--- config.mk ---
export PLATFORM = sky130hd
export DESIGN_NAME = planificador_lectura_rtc
export DESIGN_NICKNAME = d
export VERILOG_FILES = /design/src/rtl/planificador_lectura_rtc.sv
export SDC_FILE = /design/constraint.sdc
export NUM_CORES = 1
export LEC_CHECK = 0
export CORE_MARGIN = 2
export CORE_UTILIZATION = 40
export DETAILED_ROUTE_END_ITERATION = 7
export DONT_BUFFER_PORTS = 1
export GPL_TIMING_DRIVEN = 0
export PLACE_DENSITY = 0.57
export SLEW_MARGIN = 40
export SYNTH_ARGS = -nofsm -noshare
export SYNTH_HDL_FRONTEND = slang
export SYNTH_SLANG_ARGS = --single-unit
--- constraint.sdc ---
create_clock -name clk -period 3.48 [get_ports clk]
set_input_delay 0.348 -clock clk [delete_from_list [all_inputs] [get_ports clk]]
set_output_delay 0.348 -clock clk [all_outputs]
set_load 0.1 [all_outputs]
--- src/rtl/planificador_lectura_rtc.sv ---
// Schedules the RTC register bus. Each vertical-blank entry triggers a read of
// all displayed registers into a staging buffer, which is then published to the
// display path in one cycle. User programming writes take the bus ahead of any
// pending snapshot reads.
module planificador_lectura_rtc #(
    parameter int unsigned N_REGS     = 11,
    parameter int unsigned V_ACTIVE   = 480,
    parameter logic [7:0]  ADDR_RELOJ = 8'h21,
    parameter logic [7:0]  ADDR_TIMER = 8'h41,
    parameter int unsigned TIMEOUT    = 255
) (
    input  logic                  clk,
    input  logic                  reset,
    input  logic [9:0]            pixely,
    input  logic                  wr_req,
    input  logic [7:0]            wr_addr,
    input  logic [7:0]            wr_data,
    output logic                  wr_ack,
    output logic                  bus_req,
    output logic                  bus_we,
    output logic [7:0]            bus_addr,
    output logic [7:0]            bus_wdata,
    input  logic [7:0]            bus_rdata,
    input  logic                  bus_ack,
    output logic [8*N_REGS-1:0]   datos_o,
    output logic                  snap_valid,
    output logic                  frame_miss,
    output logic                  bus_err,
    output logic                  busy
);

    localparam int unsigned IDX_W = $clog2(N_REGS);
    localparam int unsigned CNT_W = $clog2(TIMEOUT + 1);
    localparam int unsigned DAT_W = 8 * N_REGS;
    localparam logic [IDX_W-1:0] LAST_IDX = IDX_W'(N_REGS - 1);
    localparam logic [CNT_W-1:0] CNT_LAST = CNT_W'(TIMEOUT - 1);
    localparam logic [9:0]       V_ACT    = 10'(V_ACTIVE);

    typedef enum logic [2:0] {IDLE, RD_REQ, WR_REQ, GAP, PUBLISH} state_t;

    state_t             state, state_nxt;
    logic [IDX_W-1:0]   idx, idx_nxt;
    logic [CNT_W-1:0]   cnt, cnt_nxt;
    logic               seq_act, seq_act_nxt;
    logic               start_pend, start_pend_nxt;
    logic               blank_q, armed;
    logic [DAT_W-1:0]   staging, staging_nxt;
    logic [DAT_W-1:0]   datos_nxt;
    logic               bus_req_nxt, bus_we_nxt;
    logic [7:0]         bus_addr_nxt, bus_wdata_nxt;
    logic               wr_ack_nxt, snap_nxt, miss_nxt, bus_err_nxt, busy_nxt;
    logic               blank_now, rise;

    // Blank edge is ignored in the first cycle after reset so an already-active
    // blank does not start a snapshot.
    assign blank_now = (pixely >= V_ACT);
    assign rise      = armed & blank_now & ~blank_q;

    // Snapshot index to RTC bus address.
    function automatic logic [7:0] map_addr(input logic [IDX_W-1:0] i);
        if (i < IDX_W'(8)) return ADDR_RELOJ + 8'(i);
        else               return ADDR_TIMER + 8'(i - IDX_W'(8));
    endfunction

    // State, datapath and registered outputs.
    always_ff @(posedge clk or negedge reset) begin
        if (!reset) begin
            state      <= IDLE;
            idx        <= '0;
            cnt        <= '0;
            seq_act    <= 1'b0;
            start_pend <= 1'b0;
            blank_q    <= 1'b0;
            armed      <= 1'b0;
            staging    <= '0;
            datos_o    <= '0;
            bus_req    <= 1'b0;
            bus_we     <= 1'b0;
            bus_addr   <= '0;
            bus_wdata  <= '0;
            wr_ack     <= 1'b0;
            snap_valid <= 1'b0;
            frame_miss <= 1'b0;
            bus_err    <= 1'b0;
            busy       <= 1'b0;
        end else begin
            state      <= state_nxt;
            idx        <= idx_nxt;
            cnt        <= cnt_nxt;
            seq_act    <= seq_act_nxt;
            start_pend <= start_pend_nxt;
            blank_q    <= blank_now;
            armed      <= 1'b1;
            staging    <= staging_nxt;
            datos_o    <= datos_nxt;
            bus_req    <= bus_req_nxt;
            bus_we     <= bus_we_nxt;
            bus_addr   <= bus_addr_nxt;
            bus_wdata  <= bus_wdata_nxt;
            wr_ack     <= wr_ack_nxt;
            snap_valid <= snap_nxt;
            frame_miss <= miss_nxt;
            bus_err    <= bus_err_nxt;
            busy       <= busy_nxt;
        end
    end

    // Next-state and next-output decisions.
    always_comb begin
        state_nxt      = state;
        idx_nxt        = idx;
        cnt_nxt        = cnt;
        seq_act_nxt    = seq_act;
        start_pend_nxt = start_pend | rise;
        staging_nxt    = staging;
        datos_nxt      = datos_o;
        bus_req_nxt    = bus_req;
        bus_we_nxt     = bus_we;
        bus_addr_nxt   = bus_addr;
        bus_wdata_nxt  = bus_wdata;
        wr_ack_nxt     = 1'b0;
        snap_nxt       = 1'b0;
        miss_nxt       = 1'b0;
        bus_err_nxt    = bus_err;

        unique case (state)
            IDLE: begin
                if (wr_req) begin
                    state_nxt     = WR_REQ;
                    bus_req_nxt   = 1'b1;
                    bus_we_nxt    = 1'b1;
                    bus_addr_nxt  = wr_addr;
                    bus_wdata_nxt = wr_data;
                    cnt_nxt       = '0;
                end else if (start_pend) begin
                    start_pend_nxt = rise;
                    idx_nxt        = '0;
                    seq_act_nxt    = 1'b1;
                    state_nxt      = RD_REQ;
                    bus_req_nxt    = 1'b1;
                    bus_we_nxt     = 1'b0;
                    bus_addr_nxt   = map_addr('0);
                    cnt_nxt        = '0;
                end
            end
            RD_REQ: begin
                cnt_nxt = cnt + CNT_W'(1);
                if (bus_ack) begin
                    staging_nxt[int'(idx)*8 +: 8] = bus_rdata;
                    bus_req_nxt = 1'b0;
                    state_nxt   = GAP;
                end else if (cnt == CNT_LAST) begin
                    bus_req_nxt = 1'b0;
                    bus_err_nxt = 1'b1;
                    miss_nxt    = 1'b1;
                    seq_act_nxt = 1'b0;
                    staging_nxt = '0;
                    state_nxt   = GAP;
                end
            end
            WR_REQ: begin
                cnt_nxt = cnt + CNT_W'(1);
                if (bus_ack) begin
                    wr_ack_nxt  = 1'b1;
                    bus_req_nxt = 1'b0;
                    state_nxt   = GAP;
                end else if (cnt == CNT_LAST) begin
                    wr_ack_nxt  = 1'b1;
                    bus_err_nxt = 1'b1;
                    bus_req_nxt = 1'b0;
                    state_nxt   = GAP;
                end
            end
            GAP: begin
                // wr_req seen together with wr_ack is the write just finished.
                if (wr_req && !wr_ack) begin
                    state_nxt     = WR_REQ;
                    bus_req_nxt   = 1'b1;
                    bus_we_nxt    = 1'b1;
                    bus_addr_nxt  = wr_addr;
                    bus_wdata_nxt = wr_data;
                    cnt_nxt       = '0;
                end else if (seq_act && (idx < LAST_IDX)) begin
                    if (!blank_q) begin
                        miss_nxt    = 1'b1;
                        seq_act_nxt = 1'b0;
                        staging_nxt = '0;
                        state_nxt   = IDLE;
                    end else begin
                        idx_nxt      = idx + IDX_W'(1);
                        state_nxt    = RD_REQ;
                        bus_req_nxt  = 1'b1;
                        bus_we_nxt   = 1'b0;
                        bus_addr_nxt = map_addr(idx + IDX_W'(1));
                        cnt_nxt      = '0;
                    end
                end else if (seq_act) begin
                    datos_nxt   = staging;
                    snap_nxt    = 1'b1;
                    seq_act_nxt = 1'b0;
                    state_nxt   = PUBLISH;
                end else begin
                    state_nxt = IDLE;
                end
            end
            PUBLISH: state_nxt = IDLE;
            default: state_nxt = IDLE;
        endcase

        busy_nxt = (state_nxt != IDLE);
    end

endmodule

==> run_results.csv, run 1 <==
group,metric,value,unit
timing,fmax,0.3208,GHz
finish,fin_nets,776,
floorplan,boundaryPins,149,
job,maxCapViolations,0,
clock_tree,cts_tree,"yes",
setup_path,reg2reg_to,"staging[85]",
timing,fin_ws,363.0,ps
setup_path,rrSetupSlack,360,ps
power_and_ir_drop,seqPwrFrac,0.484,
timing,rsz0062_at_grt,"no",
route,drt-vias-per-instance,5.656,
finish,area_growth,17.46,%
timing,slew_viol_final,0,
outcome,violations,"hold timing",
timing,fin_setup_tns,0,ps
timing,period_share,0.8957,
global_route,grt_first_pass_wirelength,35.07,mm
finish,drive_above_1_share,0.3712,
setup_path,endpoint_kind,"flip-flop",
power_and_ir_drop,internal-power,0.004885,W
setup_path,critical_path_peak_fanout,10,
timing,hold_viol,218,
clock_tree,cts_made_buffers,24,
route,wl_per_cell,21.18,µm
power_and_ir_drop,powerDensity,727.3,nW/µm²
clock_tree,cts_resized,0,
power_and_ir_drop,p_leak,4.698,nW
timing,tightest_slew,887.3,ps
synthesis,synth_most_common_cell,"dfrtp_1",
setup_path,startpoint_type,"flip-flop",
timing,relSlewSlack,0.4084,
timing,finalSetupViolCount,0,
outcome,status,"finished with violations",
setup_path,regToRegStartpoint,"idx[0]",
hold_path,hp-class,"in2async",
synthesis,synth-warning-count,0,
synthesis,synth_top_area_cell,"dfrtp_1",
clock_tree,h-tree-depth,1,
power_and_ir_drop,clockPowerShare,0.337,
power_and_ir_drop,power,0.007699,W
finish,n_antenna_cell,0,
power_and_ir_drop,p_comb_frac,0.179,
synthesis,syn_nets,725,
setup_path,required,3940,ps
clock_tree,worst_skew_pair.late_latency,510,ps
floorplan,die_area,23750,µm²
placed_design,dp_hpwl,15.01,mm
synthesis,synth_seq_cells,218,
clock_tree,clock-root-buffer,"clkbuf_16",
setup_path,critical_path_class,"reg2reg",
placed_design,dp.cells,966,
synthesis,synth.distinct_cells,61,
global_route,grt_pass1_vias,6104,
synthesis,avgSynthCellArea,13.23,µm²
setup_path,cp.arrival,3570,ps
route,drcViolationCount,0,
route,drt_iter0_drc,343,
power_and_ir_drop,switching_power,0.002814,W
timing,period_minus_slack,3117,ps
clock_tree,postCtsSetupBuffers,0,
clock_tree,cts_buffer_depth,3,
clock_tree,clkSinkCount,218,
timing,whs,-457.9,ps
route,drt-pass1-iter-count,4,
floorplan,rows,54,
synthesis,async_flop_share,1.000,
power_and_ir_drop,peakVddDrop,0.7626,mV
clock_tree,holdBufCountCts,18,
synthesis,synth_commonest_cells,"dfrtp_1, mux2_2, nand2_1, o2bb2ai_1",
finish,finalNonFillerCells,1029,
finish,multi_input_area,3319,µm²
route,wl,21.80,mm
placed_design,place_congestion,0.8215,
synthesis,synth_edf_count,0,
global_route,grt_antenna_before_repair,0,
synthesis,ys_seq_area_frac,0.6053,
synthesis,ys.flop_type,"dfrtp_1",
finish,nFillCells,1919,
floorplan,initial_core_util,0.4104,
global_route,grt.overflow.total,0,
floorplan,die_x,154.1,µm
synthesis,synth.top_cells.by_area,"dfrtp_1, mux2_2, o2bb2ai_1",
floorplan,die_h,154.1,µm
synthesis,netlist_instances,681,
clock_tree,clk_pin_slew_worst_paths,60,ps
placed_design,dp_slack,438.6,ps
setup_path,rr_worst_depth,9,
floorplan,core_area,21960,µm²
route,dr_total_vias,5820,
synthesis,synth_top_area_frac,0.6053,
finish,ff_latch_area,5584,µm²
global_route,grt_max_degree,219,
power_and_ir_drop,swShare,0.3655,
synthesis,synth_area,9012,µm²
timing,clock_skew,13.77,ps
route,postRouteAntennaNets,0,
global_route,grt_usage,0.1863,
placed_design,portBuffers,0,
## power groups by stage
stage               registers, W  clock network, W  logic (W)
floorplan                0.00372                 0   0.000975
global placement         0.00377                 0    0.00123
CTS                      0.00370           0.00265    0.00138
finish                   0.00372           0.00259    0.00138
detailed placement       0.00374                 0    0.00135
global route             0.00375           0.00277    0.00153
## state kept, by name, summed over array words and instances, names as in the netlist, 3 cells and up
| name | count |
|---|---|
| cnt | 8 |
| bus_addr | 8 |
| bus_wdata | 8 |
| state | 3 |
| datos_o | 88 |
| idx | 4 |
| staging | 88 |
## worst max path at each step
stage                       from          end  slack (ps)  cells after the start
after global placement    idx[0]  staging[57]         220                      7
after CTS                 idx[0]  staging[85]         400                      9
after detailed placement  idx[0]  staging[85]         440                      9
after global routing      idx[0]  staging[85]         140                      9
final                     idx[0]  staging[85]         360                      9
after floorplan           wr_ack  staging[64]         850                      6
## critical path: stages, from the launching register on
cell and delay [ps]:
dfrtp_1 350, clkbuf_1 340, inv_1 190, ha_1 300, xnor2_1 550, and3_1 240, buf_1 370, nand2_1 230
nor3_1 350, a21o_1 120
## cell families (layout without fill, tap and decap cells)
group	after synthesis	after routing	synth area share
adders and majority gates	6	6	0.008330
muxes	111	111	0.1376
xor gates and xnor gates	7	7	0.006803
DFF	218	218	0.6053
other	1	1	0.0004161
buffers and inverters	53	121	0.02832
AOI/OAI and AO/OA	136	136	0.1215
and+or+nand+nor	149	149	0.09177
## stage by stage
stage	area (µm²)	utilization
finish	10590	0.4821
global route	10590	0.4821
detailed placement	9517	0.4334
floorplan	9012	-
CTS	10510	0.4787
global placement	9363	0.4264
## cell type report
cell class,instances,share of cell area
plain buffers,33,0.01702
clock buffers,37,0.06713
clock inverters,6,0.009928
inverters,20,0.007091
multi-input cells,410,0.3136
flip-flops and latches,218,0.5275
well taps,280,0.03309
repair buffers,25,0.02470
## layer usage
metal,wire length (µm),vias up,share of wire,GRT usage
met1,9449,2978,0.43,0.2480
li1,-,2602,-,-
met4,516,0,0.024,0.05029
met5,0,-,0,0
met2,10130,199,0.46,0.3009
met3,1701,41,0.078,0.05242
## cells in the final DEF (no fill, tap or decap), drive strengths merged, types with 3 or more instances in the layout
cell	netlist	routed
nor2	27	27
o2bb2ai	28	28
clkinv	0	3
nand3	3	3
nand2	48	48
nor3	19	19
o211ai	4	4
bufinv	0	3
o31ai	6	6
buf	22	27
a22o	26	26
or3	6	6
dlygate4sd3	0	19
a21o	6	6
a21oi	5	5
nand2b	6	6
nor4	7	7
mux2	103	103
dfrtp	218	218
or4	3	3
and3	6	6
mux2i	8	8
nor3b	3	3
inv	20	20
or2	3	3
clkbuf	11	49
xnor2	3	3
nor2b	7	7
o21ai	29	29
a221o	3	3
nand4	4	4
xor2	4	4
a32o	18	18
ha	6	6
(Power assumes the default switching activity.)
==> inputs of run 2 (changes only) <==
PLACE_DENSITY = 0.59   (was 0.57)
clock period = 2.55 ns   (was 3.48 ns; I/O delays follow)
==> run_results.csv, run 2 (synthesis gave the netlist of run 1 again) <==
group,metric,value,unit
timing,finalSetupViolCount,0,
timing,fmax,0.4033,GHz
setup_path,cp.arrival,2930,ps
setup_path,required,3000,ps
timing,period_minus_slack,2479,ps
placed_design,portBuffers,0,
clock_tree,clkSinkCount,218,
hold_path,hp-class,"in2async",
clock_tree,worst_skew_pair.late_latency,530,ps
global_route,grt.overflow.total,0,
finish,drive_above_1_share,0.3979,
finish,layout_common_cells,"dfrtp_1, dfrtp_2, mux2_2",
route,drt-pass1-iter-count,5,
setup_path,rrSetupSlack,70,ps
route,dr_total_vias,5789,
timing,period_share,0.9723,
route,drt_iter0_drc,326,
timing,relSlewSlack,0.4097,
timing,hold_viol,218,
route,wl,21.97,mm
route,drcViolationCount,0,
clock_tree,clk_pin_slew_worst_paths,60,ps
finish,fin_nets,780,
power_and_ir_drop,power,0.01047,W
finish,finalNonFillerCells,1034,
timing,slew_viol_final,0,
clock_tree,h-tree-depth,1,
global_route,grt_pass1_vias,6003,
clock_tree,cts_buffer_depth,3,
setup_path,endpoint,"staging[85]",
floorplan,core_area,21960,µm²
floorplan,die_h,154.1,µm
clock_tree,holdBufCountCts,24,
finish,n_antenna_cell,0,
floorplan,rows,54,
placed_design,place_area,9477,µm²
clock_tree,cts_made_buffers,24,
finish,top_regs,"datos_o (88), staging (88)",
timing,fin_setup_tns,0,ps
route,drt-vias-per-instance,5.599,
setup_path,critical_path_peak_fanout,10,
clock_tree,clock-root-buffer,"clkbuf_16",
route,wl_per_cell,21.25,µm
outcome,violations,"hold timing",
global_route,grt_first_pass_wirelength,34.61,mm
timing,whs,-578.2,ps
global_route,grt_usage,0.1831,
setup_path,regToRegStartpoint,"wr_ack",
global_route,grt_antenna_before_repair,0,
outcome,status,"finished with violations",
placed_design,place_congestion,0.8234,
setup_path,reg2reg_to,"staging[85]",
power_and_ir_drop,powerDensity,979.0,nW/µm²
finish,layout_commonest_cell,"dfrtp_1",
power_and_ir_drop,p_leak,4.739,nW
floorplan,die_area,23750,µm²
job,maxCapViolations,0,
finish,fin_area,10700,µm²
timing,clock_skew,20.26,ps
finish,area_growth,18.67,%
setup_path,critical_path_class,"reg2reg",
finish,nFillCells,1904,
setup_path,startpoint_type,"flip-flop",
setup_path,endpoint_kind,"flip-flop",
placed_design,dp_hpwl,14.97,mm
placed_design,dp.cells,964,
setup_path,worstSetupStartpoint,"wr_ack",
timing,tightest_slew,885.5,ps
finish,post-route-util,0.4871,
floorplan,die_x,154.1,µm
setup_path,rr_worst_depth,7,
floorplan,initial_core_util,0.4104,
floorplan,boundaryPins,149,
global_route,grt_max_degree,219,
power_and_ir_drop,peakVddDrop,0.9237,mV
route,postRouteAntennaNets,0,
clock_tree,cts_tree,"yes",
-- run 2: cell types whose count changed in the layout (fill, tap and decap cells not counted), moves of 2 or more --
cell | before | now
buf_1 | 8 | 5
clkbuf_1 | 20 | 15
clkinv_2 | 3 | 6
o21ai_2 | 6 | 9
clkbuf_2 | 0 | 2
dlygate4sd3_1 | 19 | 24
o21ai_1 | 5 | 2
buf_4 | 12 | 15
-- run 2: area by class of cell --
cell class	instances	area (µm²)	share of cell area
Inverter	20	75.07	0.007019
Buffer	31	178.9	0.01673
Clock buffer	34	668.1	0.06247
Multi-Input combinational cell	410	3401	0.3180
Timing Repair Buffer	31	319.1	0.02983
Tap cell	280	350.3	0.03276
Sequential cell	218	5588	0.5225
Clock inverter	10	115.1	0.01076
-- run 2: worst min path at each step --
stage | start | slack (ps) | end | cells after the start
6_report | reset | -580 | datos_o[61] | 0
5_1_grt | reset | -590 | datos_o[61] | 0
4_1_cts | reset | -590 | datos_o[60] | 0
3_5_place_dp | reset | -40 | datos_o[60] | 0
3_3_place_gp | reset | -40 | datos_o[60] | 0
2_1_floorplan | reset | -40 | armed | 0
-- run 2: metrics by stage --
stage          worst slack [ps]  hold slack (ps)
6_report                  70.55           -578.2
5_1_grt                  -4.291           -594.7
4_1_cts                   6.154           -591.6
3_5_place_dp             -337.6           -35.60
3_3_place_gp             -580.8           -35.66
2_1_floorplan             103.8           -40.59
-- run 2: report_power, final --
part | total (W) | switching (W) | internal, W
Combinational | 0.00192 | 0.00120 | 0.000720
Sequential | 0.00514 | 0.00136 | 0.00378
Clock | 0.00341 | 0.00138 | 0.00203
Total | 0.0105 | 0.00394 | 0.00653
-- run 2: what timing repair did --
| action | 4_1_cts | 5_1_grt |
|---|---|---|
| setup buffers | 2 | 2 |
| pin swaps | 1 | 1 |
| hold endpoints to repair | 264 | 218 |
| resized for setup | 13 | 10 |
| setup endpoints to repair | 176 | 146 |
-- run 2: layer usage --
layer	vias to the layer above	track usage	share of wire
met3	26	0.05496	0.080
met1	2977	0.2455	0.44
met5	-	0	0
met2	186	0.2955	0.47
li1	2600	-	-
met4	0	0.04005	0.017
-- run 2: critical path, stage by stage (launching register included) --
cell and delay [ps]:
dfrtp_4 630, nor2b_1 180, or4_4 490, o22a_4 280, buf_6 170, clkbuf_2 190
nor3_1 340, a21o_1 120
==> inputs of run 3 (changes only) <==
CAP_MARGIN = 20   (was not set)
CELL_PAD_IN_SITES_DETAIL_PLACEMENT = 0   (was not set)
CELL_PAD_IN_SITES_GLOBAL_PLACEMENT = 1   (was not set)
PLACE_DENSITY = 0.7   (was 0.59)
==> run_results.csv, run 3 (synthesis gave the netlist of run 1 again) <==
group,metric,value,unit
global_route,grt.overflow.total,0,
placed_design,place_congestion,0.8154,
placed_design,dp.cells,961,
clock_tree,holdBufCountCts,24,
timing,clock_skew,12.47,ps
setup_path,slowest_delay,630,ps
job,maxCapViolations,0,
placed_design,place_area,9438,µm²
timing,fin_ws,100.2,ps
floorplan,initial_core_util,0.4104,
timing,period_minus_slack,2450,ps
finish,top_regs,"datos_o (88), staging (88)",
route,dr_total_vias,5756,
setup_path,crit_chain,"nor2b_1 > or4_4 > o22a_4 > buf_6 > clkbuf_1 > nor3_1 > a21o_1",
setup_path,endpoint_kind,"flip-flop",
clock_tree,clk_pin_slew_worst_paths,60,ps
setup_path,required,3000,ps
finish,layout_commonest_cell,"dfrtp_1",
timing,whs,-563.2,ps
setup_path,rr_worst_depth,7,
route,drt-pass1-iter-count,4,
power_and_ir_drop,peakVddDrop,0.9149,mV
hold_path,hp-class,"in2async",
clock_tree,cts_buffer_depth,3,
floorplan,rows,54,
global_route,grt.met2_usage,0.3120,
clock_tree,h-tree-depth,1,
placed_design,dp_slack,-408.2,ps
global_route,grt.busiest_layer,"met2",
power_and_ir_drop,p_leak,4.708,nW
finish,finalNonFillerCells,1031,
route,drt-vias-per-instance,5.583,
finish,fin_nets,777,
global_route,grt_usage,0.1881,
timing,slew_viol_final,0,
timing,fmax,0.4082,GHz
route,wl,22.01,mm
placed_design,portBuffers,0,
clock_tree,worst_skew_pair.late_latency,510,ps
global_route,gr-usage-met3,0.05496,
setup_path,critical_path_peak_fanout,10,
setup_path,cp.arrival,2900,ps
timing,hold_viol,218,
outcome,status,"finished with violations",
clock_tree,cts_tree,"yes",
timing,period_share,0.9607,
global_route,grt_pass1_vias,6116,
setup_path,startpoint_type,"flip-flop",
floorplan,die_area,23750,µm²
finish,layout_common_cells,"dfrtp_1, dfrtp_2, mux2_2",
finish,nFillCells,1930,
power_and_ir_drop,power,0.01045,W
clock_tree,clock-root-buffer,"clkbuf_16",
setup_path,critical_path_class,"reg2reg",
finish,area_growth,18.33,%
route,postRouteAntennaNets,0,
finish,n_antenna_cell,0,
placed_design,dp_hpwl,15.26,mm
setup_path,cpLargestDelayFamily,"simple AND/OR/NAND/NOR gates",
route,drcViolationCount,0,
timing,relSlewSlack,0.4055,
finish,fin_area,10660,µm²
floorplan,core_area,21960,µm²
global_route,grt_max_degree,219,
global_route,use_met1,0.2450,
timing,rsz0062_at_grt,"no",
setup_path,critPathBufInv,2,
global_route,grt_antenna_before_repair,0,
route,drt_iter0_drc,372,
global_route,grt_first_pass_wirelength,35.35,mm
outcome,violations,"hold timing",
timing,tightest_slew,891.8,ps
timing,finalSetupViolCount,0,
clock_tree,cts_made_buffers,24,
power_and_ir_drop,powerDensity,979.8,nW/µm²
finish,drive_above_1_share,0.3941,
floorplan,boundaryPins,149,
setup_path,crit_path_top_delay_cell,"dfrtp_4",
floorplan,die_h,154.1,µm
setup_path,crit_cells,7,
floorplan,die_x,154.1,µm
clock_tree,clkSinkCount,218,
route,wl_per_cell,21.35,µm
run 3: cell type report:
type,count,area (µm²),share of cell area
sequential,218,5590,0.5242
multi-input combinational,410,3407,0.3195
clock buffer,39,706.9,0.06629
tap,280,350.3,0.03285
timing repair buffer,29,274.0,0.02570
buffer,30,171.4,0.01607
clock inverter,5,88.84,0.008330
inverter,20,75.07,0.007040
run 3: timing repair:
item                                   CTS  global route
pin swaps                                1             0
gates resized for setup                 15            10
buffers inserted                         2             2
endpoints found under the hold margin  264           218
setup endpoints to repair              175            93
cloned                                   0             0
run 3: final timing paths:
path / start / end / slack (ps)
setup / recovery: wr_ack / staging[85] / 100
max in group asynchronous: reset / wr_ack / 2640
hold / removal: reset / datos_o[62] / -560
min in group clk: bus_ack / wr_ack / 20
hold reg to reg: staging[85] / staging[85] / 470
setup reg to reg: wr_ack / staging[85] / 100
run 3: power by group:
part	switching (W)	internal (W)
clock network	0.00132	0.00210
registers	0.00136	0.00378
logic	0.00119	0.000689
run 3: per-layer routing:
layer  part of all wire  up-vias
met5                  0        -
met4              0.023        0
met3              0.075       34
met2               0.48      178
met1               0.42     2950
li1                   -     2594
run 3: worst reg2reg max path: stages, from the launching register on:
cell and delay [ps]:
dfrtp_4 630, nor2b_1 160, or4_4 480, o22a_4 280, buf_6 170, clkbuf_1 210, nor3_1 340, a21o_1 120
run 3: per-stage QoR:
step           TNS, ps  utilization
2_1_floorplan        0            -
3_3_place_gp    -27900       0.4265
3_5_place_dp    -34390       0.4298
4_1_cts              0       0.4802
5_1_grt              0       0.4856
6_report             0       0.4856
